$ cat src/rtl/riscv_pkg.sv
// Shared types and constants for the interrupt controller slice.
// Holds the controller FSM encoding and the mcause construction helper.
package riscv_pkg;

    typedef enum logic {
        IDLE    = 1'b0,
        SERVICE = 1'b1
    } irq_state_e;

    localparam int IRQ_CAUSE_BASE = 16;

    // Interrupt mcause: interrupt bit set, platform cause code offset by the base.
    function automatic logic [31:0] irq_cause(input logic [3:0] index);
        return {1'b1, 26'b0, 5'(IRQ_CAUSE_BASE + int'(index))};
    endfunction

endpackage

$ cat src/rtl/irq_prio_enc.sv
// Fixed-priority encoder: the lowest set request bit wins.
// Produces both the one-hot winner and its binary index.
module irq_prio_enc #(
    parameter int NUM_IRQ = 16
) (
    input  logic [NUM_IRQ-1:0] req,
    output logic [NUM_IRQ-1:0] onehot,
    output logic [3:0]         index,
    output logic               valid
);

    // Scan downward so the last hit, the lowest index, overrides higher ones.
    always_comb begin
        onehot = '0;
        index  = '0;
        valid  = |req;
        for (int i = NUM_IRQ - 1; i >= 0; i--) begin
            if (req[i]) begin
                onehot    = '0;
                onehot[i] = 1'b1;
                index     = 4'(i);
            end
        end
    end

endmodule

$ cat src/rtl/irq_controller.sv
// Interrupt controller: level/edge pending logic, fixed-priority arbitration,
// and an IDLE/SERVICE handshake with the core (request, mret, acknowledge).
module irq_controller
    import riscv_pkg::*;
#(
    parameter int                 NUM_IRQ   = 16,
    parameter logic [NUM_IRQ-1:0] EDGE_MASK = '0
) (
    input  logic               clk_i,
    input  logic               rst_i,
    input  logic [NUM_IRQ-1:0] irq_i,
    input  logic [NUM_IRQ-1:0] mask_i,
    input  logic               gie_i,
    input  logic               irq_ret_i,
    output logic               irq_req_o,
    output logic [31:0]        irq_cause_o,
    output logic [NUM_IRQ-1:0] irq_ack_o,
    output logic               busy_o
);

    irq_state_e         state;
    irq_state_e         state_next;
    logic [NUM_IRQ-1:0] irq_prev;
    logic [NUM_IRQ-1:0] edge_latch;
    logic [NUM_IRQ-1:0] rise;
    logic [NUM_IRQ-1:0] pending;
    logic [NUM_IRQ-1:0] eligible;
    logic [NUM_IRQ-1:0] win_onehot;
    logic [3:0]         win_index;
    logic               win_valid;
    logic [NUM_IRQ-1:0] lat_onehot;
    logic [3:0]         lat_index;

    assign rise     = irq_i & ~irq_prev & EDGE_MASK;
    assign pending  = (irq_i & ~EDGE_MASK) | (edge_latch & EDGE_MASK);
    assign eligible = pending & mask_i & {NUM_IRQ{gie_i}};

    irq_prio_enc #(
        .NUM_IRQ (NUM_IRQ)
    ) u_prio_enc (
        .req    (eligible),
        .onehot (win_onehot),
        .index  (win_index),
        .valid  (win_valid)
    );

    always_ff @(posedge clk_i) begin
        if (rst_i) begin
            state <= IDLE;
        end else begin
            state <= state_next;
        end
    end

    always_comb begin
        state_next = state;
        case (state)
            IDLE:    if (win_valid) state_next = SERVICE;
            SERVICE: if (irq_ret_i) state_next = IDLE;
            default: state_next = IDLE;
        endcase
    end

    // History is reloaded during reset so a line already high is not seen as an edge.
    // A fresh rising edge beats the acknowledge-clear in the same cycle.
    always_ff @(posedge clk_i) begin
        if (rst_i) begin
            irq_prev   <= irq_i;
            edge_latch <= '0;
            lat_onehot <= '0;
            lat_index  <= '0;
        end else begin
            irq_prev   <= irq_i;
            edge_latch <= (edge_latch & ~irq_ack_o) | rise;
            if (state == IDLE && win_valid) begin
                lat_onehot <= win_onehot;
                lat_index  <= win_index;
            end
        end
    end

    assign irq_req_o   = (state == SERVICE);
    assign busy_o      = (state == SERVICE);
    assign irq_cause_o = (state == SERVICE) ? irq_cause(lat_index) : 32'h0;
    assign irq_ack_o   = (state == SERVICE && irq_ret_i && !rst_i) ? lat_onehot : '0;

endmodule

$ cat config.mk
export PLATFORM = sky130hd
export DESIGN_NAME = irq_controller
export DESIGN_NICKNAME = d
export VERILOG_FILES = /design/src/rtl/riscv_pkg.sv /design/src/rtl/irq_prio_enc.sv /design/src/rtl/irq_controller.sv
export SDC_FILE = /design/constraint.sdc
export NUM_CORES = 1
export LEC_CHECK = 0
export CAP_MARGIN = 40
export CORE_UTILIZATION = 25
export CTS_CLUSTER_DIAMETER = 80
export DETAILED_ROUTE_END_ITERATION = 8
export MAX_ROUTING_LAYER = met4
export SYNTH_ARGS = -nofsm -noshare
export SYNTH_HDL_FRONTEND = slang
export SYNTH_SLANG_ARGS = --single-unit
$ cat constraint.sdc
create_clock -name clk_i -period 4.1 [get_ports clk_i]
set_input_delay 0.41 -clock clk_i [delete_from_list [all_inputs] [get_ports clk_i]]
set_output_delay 0.41 -clock clk_i [all_outputs]
set_load 0.1 [all_outputs]
# ---- After elaboration in Yosys (flattened, before gate mapping)
# Cells that the tools add are included.
# Widths: inputs -> output; s select.
dict set report word_totals {
  reg_bits 21
  input_bits 36
  output_inout_bits 50
  wordCells 49
}
dict set report op_classes {
  n_addsub 1
  mux 37
  bitwise_logic 3
  n_reduce_logical 5
}
# operator n
set ops {}
lappend ops {{$mux 16} 17}
lappend ops {{$mux 4} 16}
lappend ops {{$and 16x16->16} 2}
lappend ops {{$mux 32} 1}
lappend ops {{$reduce_or 16->1} 1}
lappend ops {{$add 5x4->5 const A} 1}
lappend ops {{$logic_and 1x1->1} 3}
lappend ops {{$mux 1} 2}
lappend ops {{$pmux 1 s2} 1}
lappend ops {{$logic_not 1->1} 1}
lappend ops {{$not 1->1} 1}

# ---- Logic depth before layout (Yosys ltp)
# Gate-level depths: netlist of run 1.
dict set report depth {
  ltp_word 18
  mapped_depth 6
  mapped_depth_nobuf 5
}

# ---- Modules after synthesis
# Synthesis of run 1 repeated with hierarchy kept, for this count alone.
dict set report unflattened {
  hier_cells 211
  hier_area_um2 1731.7
}
# mod instances cells_per_inst area_per_inst_um2 seq_area_each_um2
set modules_own_cells {}
lappend modules_own_cells {irq_controller 1 163 1406.3 420.4}
lappend modules_own_cells {irq_prio_enc 1 48 325.3 0.0}

# ---- Least setup slack after synthesis of run 1
# OpenSTA, ideal clock, no wires.
dict set report synth_timing {
  kind {register to output}
  from {register state (netlist: busy_o)}
  to {output irq_ack_o[10]}
  arrival_time_ns 2.380
  required_time_ns 3.690
  path_slack_ns 1.310
  path_stages_with_launch 5
  path_buffers 1
  cell_sequence {dfxtp_1 nand2_1 nor2_1 clkbuf_1 and2_1}
}
dict set report synth_via {
  elab_chain_cells 3
}
# item line
set synth_lines {}
lappend synth_lines {{from (decl)} irq_controller.sv:21} ;# irq_state_e state;
lappend synth_lines {{from (signal assigned)} irq_controller.sv:51} ;# state <= state_next;
lappend synth_lines {{$logic_and 1x1->1 (2 in series)} irq_controller.sv:85} ;# assign irq_ack_o = (state == SERVICE && irq_ret_i && !rst_i) ? lat_onehot : '0;
lappend synth_lines {{$mux 16} irq_controller.sv:85}
lappend synth_lines {{to (decl)} irq_controller.sv:17} ;# output logic [NUM_IRQ-1:0] irq_ack_o,
# Every way passes these cells.

# ---- Final worst setup path of run 1
dict set report layout_timing {
  from {input rst_i}
  to {output irq_ack_o[5]}
}
dict set report layout_via {
  elab_chain_cells 3
}
# item line
set layout_lines {}
lappend layout_lines {{from (decl)} irq_controller.sv:10} ;# input logic rst_i,
lappend layout_lines {{$logic_not 1->1} irq_controller.sv:85}
lappend layout_lines {{$logic_and 1x1->1} irq_controller.sv:85}
lappend layout_lines {{$mux 16} irq_controller.sv:85}
# Every way passes these cells.

==> summary.txt, run 1 <==
Total Power - 607 µW
final setup fails - 0
Hold Path Class - register to register
area grow syn2layout - 41.4%
DRT iter0 DRCs - 71
Max Cap Viol - 0
Initial Utilization - 26.3%
first-pass GRT wire length - 5.93 mm
Yosys warning count - 0
routed wl met2 - 1.82 mm
top-count cell post-synth - buf_4
Syn Area/Cell - 8.06 µm²
min Tclk post-route - 2560 ps
pre-CTS WS - 1480 ps
via count - 1498
ant diodes - 0
grt ovf - 0
CTS buffer count - 3
Fin Hold WS - 445 ps
Die Wd - 81.7 µm
post-synthesis cell count - 197
Async S/R FF share, synth - 0%
Die H - 81.7 µm
RSZ-0062 raised after global routing - false
worst skew pair latency - 250 ps
register area share after synthesis - 26.5%
Main synth FF type - dfxtp_1
Tcrit/Tclk final - 62.3%
average via count per standard cell - 4.49
Fin. Hold Viols - 0
Slew Viols, Final - 0
WS Path Type - input pin to output pin
initial antenna violation count - 0
utilization after layout - 37.3%
FF-to-FF End - lat_onehot[5]
Max Fclk - 0.391 GHz
area share of the largest cell type after synthesis - 26.5%
Clock Skews - 2.27 ps
distinct cell type count after synthesis - 39
WL final - 3.80 mm
top post-synthesis cells by area - dfxtp_1 (26%), buf_4 (14%), and2_1 (9.5%)
Fin Setup TNS - 0 ps
CTS Root Cell - clkbuf_8
antenna viol nets, final - 0
number of register bits inferred by synthesis - 21
R2R setup slack - 2380 ps
Hold-fix buffers, CTS - 0
Static Leak - 0.000898 µW
largest net degree at the start of global routing - 27
share of post-route cells with drive strength above 1 - 16.6%
vias in the first global route - 1285
EDFF count, synth - 0
uppermost layer routed - met4
crit path max fanout - 24
status - completed
setup ws final - 1540 ps
Cell Area, Synth - 0.00159 mm²
first drt pass iteration count - 4
post-CTS resize count - 0
Slew HR - 51.7%
die area - 0.00667 mm²
peak supply drop - 0.000106 V
crit path capture type - output pin
Port Buf Inserts - 59
Routability Congestion - 0.855
pwr dens - 270 mW/mm²
Worst Hold End - lat_onehot[15]
Post-Route M1 WL - 1.69 mm
Max Root-Sink Buffers - 2
clock-pin slew on the worst setup and hold paths - 70 ps
worst slew pin tran - 722 ps
Post-synth top cells - buf_4 (29), nand2_1 (28), and2_1 (24), dfxtp_1 (21), a21oi_1 (17)
CTS tree - done
r2r worst-path depth - 5
Worst Path Arrival - 2150 ps
Synth area leader - dfxtp_1
DR WL met3 - 248 µm
DR WL/cell - 11.4 µm
IO Count - 86
Post-DP HPWL - 3.16 mm
min-delay src - lat_onehot[15]
Setup crit start kind - input pin
# Post-CTS Setup Buffers - 0
worst reg2reg path startpoint - busy_o
H-tree depth - 1
row cnt - 28
Nets - 296
WP data required - 3690 ps
Hold Path Stages - 2
clock sink count - 21
Core Region - 0.00603 mm²
DRC - 0
global-route usage over all layers - 12.0%
==> kinds of logic (layout without fill, tap and decap cells) <==
kind of cell	count (synthesis)	after routing	synth area share (%)
flops	21	21	26.5
other cells	1	26	0.236
buf+inv	36	73	16.4
compound gates	48	48	25.8
simple gates	91	91	31.0
==> critical path, stage by stage <==
cell and delay, ps:
clkdlybuf4s50_1 400, buf_4 220, nor2_1 590, and2_1 230, buf_4 290
==> per-stage QoR <==
| stage | instance area (µm²) | cells |
|---|---|---|
| 6_report | 2250 | 334 |
| 5_1_grt | 2250 | 334 |
| 4_1_cts | 2250 | 334 |
| 3_5_place_dp | 2200 | 330 |
| 3_3_place_gp | 2080 | 322 |
| 2_1_floorplan | 1680 | 222 |
==> power breakdown <==
group	leakage, µW	switching [µW]	internal [µW]
sequential	0.000170	3.47	208
clock	0.0000228	61.7	69.1
combinational	0.000705	193	72.1
==> cell usage in the layout, fill, tap and decap left out, drive strengths merged, types with 2 or more instances in the layout <==
master         Yosys  layout
clkdlybuf4s50      0      43
nand2             31      31
conb               1      26
buf               32      26
and2              24      24
dfxtp             21      21
a21oi             21      21
nand3              8       8
nand4              8       8
nor2               7       7
a22oi              6       6
a22o               5       5
or3                5       5
clkbuf             4       4
o31ai              3       3
a21o               2       2
o211ai             2       2
nand3b             2       2
==> flip-flops by register name, indices dropped and copies added, names as in the netlist <==
name,flops
lat_index,4
busy_o,1
lat_onehot,16
==> worst max path at each step <==
stage                         end  slack [ps]    from  cells after the start
global route         irq_ack_o[5]        1340   rst_i                      5
global placement    irq_ack_o[10]        1510   rst_i                      5
finish               irq_ack_o[5]        1540   rst_i                      5
CTS                  irq_ack_o[5]        1470   rst_i                      5
detailed placement   irq_ack_o[5]        1480   rst_i                      5
floorplan           irq_ack_o[10]        1310  busy_o                      4
==> per-layer routing <==
metal  vias to the layer above  global-route usage, %
li1                        773                      -
met1                       661                   15.7
met2                        59                   18.6
met3                         5                   1.56
met4                         0                   4.74
met5                         -                      -
==> final cells by class <==
cell class | instances | area [µm²]
clock buffer | 4 | 45.0
fill | 622 | 3780
multi-input combinational | 165 | 1000
sequential | 21 | 420
tap | 75 | 93.8
timing repair buffer | 69 | 686
Note: power is estimated with default switching activity, not from simulation.
==> run 2: changes to the inputs <==
==> constraint.sdc (replaced) <==
create_clock -name clk_i -period 2.7 [get_ports clk_i]
set_input_delay 0.27 -clock clk_i [delete_from_list [all_inputs] [get_ports clk_i]]
set_output_delay 0.27 -clock clk_i [all_outputs]
set_load 0.1 [all_outputs]
==> summary.txt, run 2 (synthesized netlist as in run 1, its figures left out) <==
area grow syn2layout - 46.2% (was 41.4%)
Total Power - 906 µW (was 607 µW)
CTS Root Cell - clkbuf_8 (unchanged)
Nets - 290 (was 296)
DRT iter0 DRCs - 106 (was 71)
RSZ-0062 raised after global routing - false (unchanged)
worst slew pin tran - 503 ps (was 722 ps)
post-route design area - 0.00232 mm² (was 0.00225 mm²)
CTS tree - done (unchanged)
Fin. Hold Viols - 0 (unchanged)
WP data required - 2430 ps (was 3690 ps)
crit path capture type - output pin (unchanged)
first-pass GRT wire length - 6.33 mm (was 5.93 mm)
peak supply drop - 0.000151 V (was 0.000106 V)
first drt pass iteration count - 4 (unchanged)
DRC - 0 (unchanged)
Initial Utilization - 26.3% (unchanged)
post-CTS resize count - 0 (unchanged)
Inst Count DP - 324 (was 330)
Port Buf Inserts - 59 (unchanged)
Die H - 81.7 µm (unchanged)
max reg flops - 16 (unchanged)
Max Cap Viol - 0 (unchanged)
clock sink count - 21 (unchanged)
Worst Path Arrival - 1740 ps (was 2150 ps)
crit path max fanout - 11 (was 24)
pwr dens - 390 mW/mm² (was 270 mW/mm²)
Largest Register - lat_onehot (unchanged)
global-route usage over all layers - 12.4% (was 12.0%)
Static Leak - 0.000907 µW (was 0.000898 µW)
Hold-fix buffers, CTS - 0 (unchanged)
average via count per standard cell - 4.43 (was 4.49)
largest net degree at the start of global routing - 27 (unchanged)
Slew HR - 66.4% (was 51.7%)
share of post-route cells with drive strength above 1 - 17.8% (was 16.6%)
Max Root-Sink Buffers - 2 (unchanged)
Tcrit/Tclk final - 74.5%
DR WL/cell - 12.0 µm (was 11.4 µm)
worst skew pair latency - 250 ps (about the same)
vias in the first global route - 1337 (was 1285)
IO Count - 86 (unchanged)
min Tclk post-route - 2010 ps
antenna viol nets, final - 0 (unchanged)
ant diodes - 0 (unchanged)
clock-pin slew on the worst setup and hold paths - 70 ps (about the same)
Post-DP HPWL - 3.31 mm (was 3.16 mm)
WL final - 3.94 mm (was 3.80 mm)
Finished Layout Cells - 328 (was 334)
final setup fails - 0 (unchanged)
Core Region - 0.00603 mm² (unchanged)
Routability Congestion - 0.897 (was 0.855)
via count - 1454 (was 1498)
most common cell after layout, fill and taps aside - clkdlybuf4s50_1 (unchanged)
Hold Path Class - register to register (unchanged)
Fin Setup TNS - 0 ps (unchanged)
Max Fclk - 0.497 GHz
initial antenna violation count - 0 (unchanged)
most frequent cells in the layout - clkdlybuf4s50_1 (35), nand2_1 (28), conb_1 (26) (was clkdlybuf4s50_1 (43), nand2_1 (28), conb_1 (26))
# Post-CTS Setup Buffers - 0 (unchanged)
die area - 0.00667 mm² (unchanged)
# fillers - 634 (was 622)
H-tree depth - 1 (unchanged)
Clock Skews - 2.11 ps (was 2.27 ps)
WS Path Type - register to output pin (was input pin to output pin)
Placed Instance Area - 0.00228 mm² (was 0.00220 mm²)
status - completed (unchanged)
Die Wd - 81.7 µm (unchanged)
Setup crit start kind - register (was input pin)
row cnt - 28 (unchanged)
grt ovf - 0 (unchanged)
CTS buffer count - 3 (unchanged)
Slew Viols, Final - 0 (unchanged)
==> run 2: per-layer routing <==
layer / global-route usage, % / part of all wire, % / routed length (µm) / up-vias
li1: - / - / - / 761
met1: 16.6 / 46 / 1810 / 648
met2: 18.9 / 48 / 1900 / 43
met3: 1.00 / 4.9 / 192 / 2
met4: 5.61 / 0.99 / 39 / 0
met5: - / 0 / 0 / -
==> run 2: stage by stage <==
stage | setup slack (ps) | util (%) | hold slack (ps)
floorplan | 49.5 | - | 372
finish | 689 | 38.5 | 449
detailed placement | 450 | 37.8 | 442
global placement | 476 | 37.8 | 435
global route | 417 | 38.5 | 470
CTS | 625 | 38.5 | 452
==> run 2: path summary, 6_finish.rpt <==
path	endpoint	cells past startpoint	slack [ps]	from
worst max-delay path	irq_ack_o[7]	5	690	busy_o
worst min-delay path	lat_onehot[4]	2	450	lat_onehot[4]
worst max register to register	lat_onehot[11]	5	950	busy_o
worst min register to register	lat_onehot[4]	2	450	lat_onehot[4]
==> run 2: power breakdown <==
group,switching (µW),total (µW),internal (µW)
combinational,291,386,95.4
sequential,5.67,322,316
clock,93.3,198,105
==> run 2: cell type report <==
class / count / area (µm²) / share of cell area (%)
clock buffer: 4 / 45.0 / 1.94
multi-input combinational: 165 / 1000 / 43.1
timing repair buffer: 63 / 761 / 32.8
sequential: 21 / 420 / 18.1
tap: 75 / 93.8 / 4.04
==> run 2: worst max-delay path: stages (launching register included) <==
cell     delay (ps)
dfxtp_1         530
nand2_1          80
nor2_1          290
buf_4           220
and2_1          180
buf_12          180
==> run 3: changes to the inputs <==
==> constraint.sdc (replaced) <==
create_clock -name clk_i -period 1.6 [get_ports clk_i]
set_input_delay 0.16 -clock clk_i [delete_from_list [all_inputs] [get_ports clk_i]]
set_output_delay 0.16 -clock clk_i [all_outputs]
set_load 0.1 [all_outputs]
==> summary.txt, run 3 (synthesized netlist as in run 1, its figures left out) <==
Hold Path Stages - 4 (was 2)
pwr dens - 582 mW/mm² (was 390 mW/mm²)
Die Wd - 81.7 µm (unchanged)
Largest Register - lat_onehot (unchanged)
Fin. Hold Viols - 0 (unchanged)
vias in the first global route - 1597 (was 1337)
final setup fails - 0 (unchanged)
ant diodes - 0 (unchanged)
crit path capture type - register (was output pin)
Clock Skews - 1.49 ps (was 2.11 ps)
peak supply drop - 0.000354 V (was 0.000151 V)
Core Region - 0.00603 mm² (unchanged)
Initial Utilization - 26.3% (unchanged)
setup ws final - 47.6 ps (was 689 ps)
register area - 424 µm² (was 420 µm²)
WS Path Type - input pin to register (was register to output pin)
CTS buffer count - 3 (unchanged)
worst reg2reg path startpoint - busy_o (unchanged)
average via count per standard cell - 4.55 (was 4.43)
WL final - 4.63 mm (was 3.94 mm)
min-delay src - irq_i[14] (was lat_onehot[4])
Fin Hold WS - 337 ps (was 449 ps)
CTS tree - done (unchanged)
Die H - 81.7 µm (unchanged)
share of post-route cells with drive strength above 1 - 42.1% (was 17.8%)
clock sink count - 21 (unchanged)
row cnt - 28 (unchanged)
DR WL/cell - 12.4 µm (was 12.0 µm)
H-tree depth - 1 (unchanged)
Max Fclk - 0.644 GHz
largest net degree at the start of global routing - 24 (was 27)
grt ovf - 0 (unchanged)
# fillers - 570 (was 634)
Max Cap Viol - 0 (unchanged)
most common cell after layout, fill and taps aside - buf_4 (was clkdlybuf4s50_1)
first drt pass iteration count - 4 (unchanged)
DRT iter0 DRCs - 84 (was 106)
Hold Path Class - input pin to register (was register to register)
Multi-input gate area - 0.00111 mm² (was 0.00100 mm²)
global-route usage over all layers - 14.2% (was 12.4%)
R2R setup slack - 90 ps (was 950 ps)
CTS Root Cell - clkbuf_8 (unchanged)
Routability Congestion - 0.904 (was 0.897)
crit path max fanout - 6 (was 11)
antenna viol nets, final - 0 (unchanged)
die area - 0.00667 mm² (unchanged)
first-pass GRT wire length - 7.27 mm (was 6.33 mm)
pre-CTS WS - -472 ps (was 450 ps)
Max Root-Sink Buffers - 2 (unchanged)
most frequent cells in the layout - buf_4 (42), nand2_1 (27), conb_1 (26) (was clkdlybuf4s50_1 (35), nand2_1 (28), conb_1 (26))
initial antenna violation count - 0 (unchanged)
r2r worst-path depth - 8 (was 5)
min Tclk post-route - 1550 ps
Setup crit start kind - input pin (was register)
max reg flops - 16 (unchanged)
worst skew pair latency - 250 ps (about the same)
clock-pin slew on the worst setup and hold paths - 70 ps (about the same)
Worst Hold End - lat_onehot[15] (was lat_onehot[4])
Port Buf Inserts - 59 (unchanged)
Post-DP HPWL - 3.67 mm (was 3.31 mm)
Worst Path Arrival - 1720 ps (was 1740 ps)
Hold-fix buffers, CTS - 0 (unchanged)
Slew Viols, Final - 0 (unchanged)
Tcrit/Tclk final - 97.0%
Nets - 334 (was 290)
area grow syn2layout - 81.7% (was 46.2%)
Static Leak - 0.00134 µW (was 0.000907 µW)
status - completed (unchanged)
WP data required - 1760 ps (was 2430 ps)
via count - 1693 (was 1454)
FF-to-FF End - lat_onehot[8] (was lat_onehot[11])
DRC - 0 (unchanged)
IO Count - 86 (unchanged)
==> run 3: layout make-up <==
| cell class | count | share of cell area (%) |
|---|---|---|
| Timing Repair Buffer | 106 | 42.1 |
| Multi-Input combinational cell | 166 | 38.4 |
| Tap cell | 75 | 3.25 |
| Clock buffer | 4 | 1.56 |
| Sequential cell | 21 | 14.7 |
==> run 3: per-stage QoR <==
stage	cell area (µm²)	instances	util (%)	TNS [ps]	total power, µW
finish	2890	372	47.9	0	1680
global route	2890	372	47.9	-36.2	1740
CTS	2780	369	46.1	0	1660
detailed placement	2650	357	43.9	-9390	1300
global placement	2650	357	43.9	-8480	1300
floorplan	1710	222	-	-1110	1100
==> run 3: worst max-delay path by stage <==
| stage | depth (start not counted) | startpoint | to |
|---|---|---|---|
| after floorplan | 4 | busy_o | irq_ack_o[10] |
| after global placement | 6 | irq_i[14] | lat_onehot[13] |
| after detailed placement | 7 | irq_i[9] | lat_onehot[8] |
| after CTS | 8 | irq_i[13] | lat_onehot[5] |
| after global routing | 7 | irq_i[7] | lat_onehot[8] |
| final | 6 | mask_i[8] | lat_index[0] |
==> run 3: power by group <==
| part | total (µW) | leakage, µW | internal (µW) | switching, µW |
|---|---|---|---|---|
| Combinational | 802 | 0.00114 | 261 | 541 |
| Sequential | 539 | 0.000171 | 533 | 6.12 |
| Clock | 338 | 0.0000228 | 177 | 162 |
==> run 3: metal layers <==
metal  GRT usage [%]  up-vias  part of all wire [%]
met4            4.74        0                   2.0
met2            23.0       70                    49
met1            18.5      760                    44
met3            1.22       10                   5.9
met5               -        -                     0
li1                -      853                     -
==> run 3: worst max-delay path, stage by stage <==
cell and delay [ps]:
dlygate4sd2_1 280, a22oi_4 170, nand4_4 150, buf_6 150
o41a_1 510, a311oi_1 290
==> run 3: what timing repair did <==
item                                   4_1_cts  5_1_grt
resized for setup                           24       42
endpoints found under the hold margin        0        0
cloned                                       3        0
pin swaps                                   13       18
setup endpoints to repair                   21       21
buffers inserted                             5        3
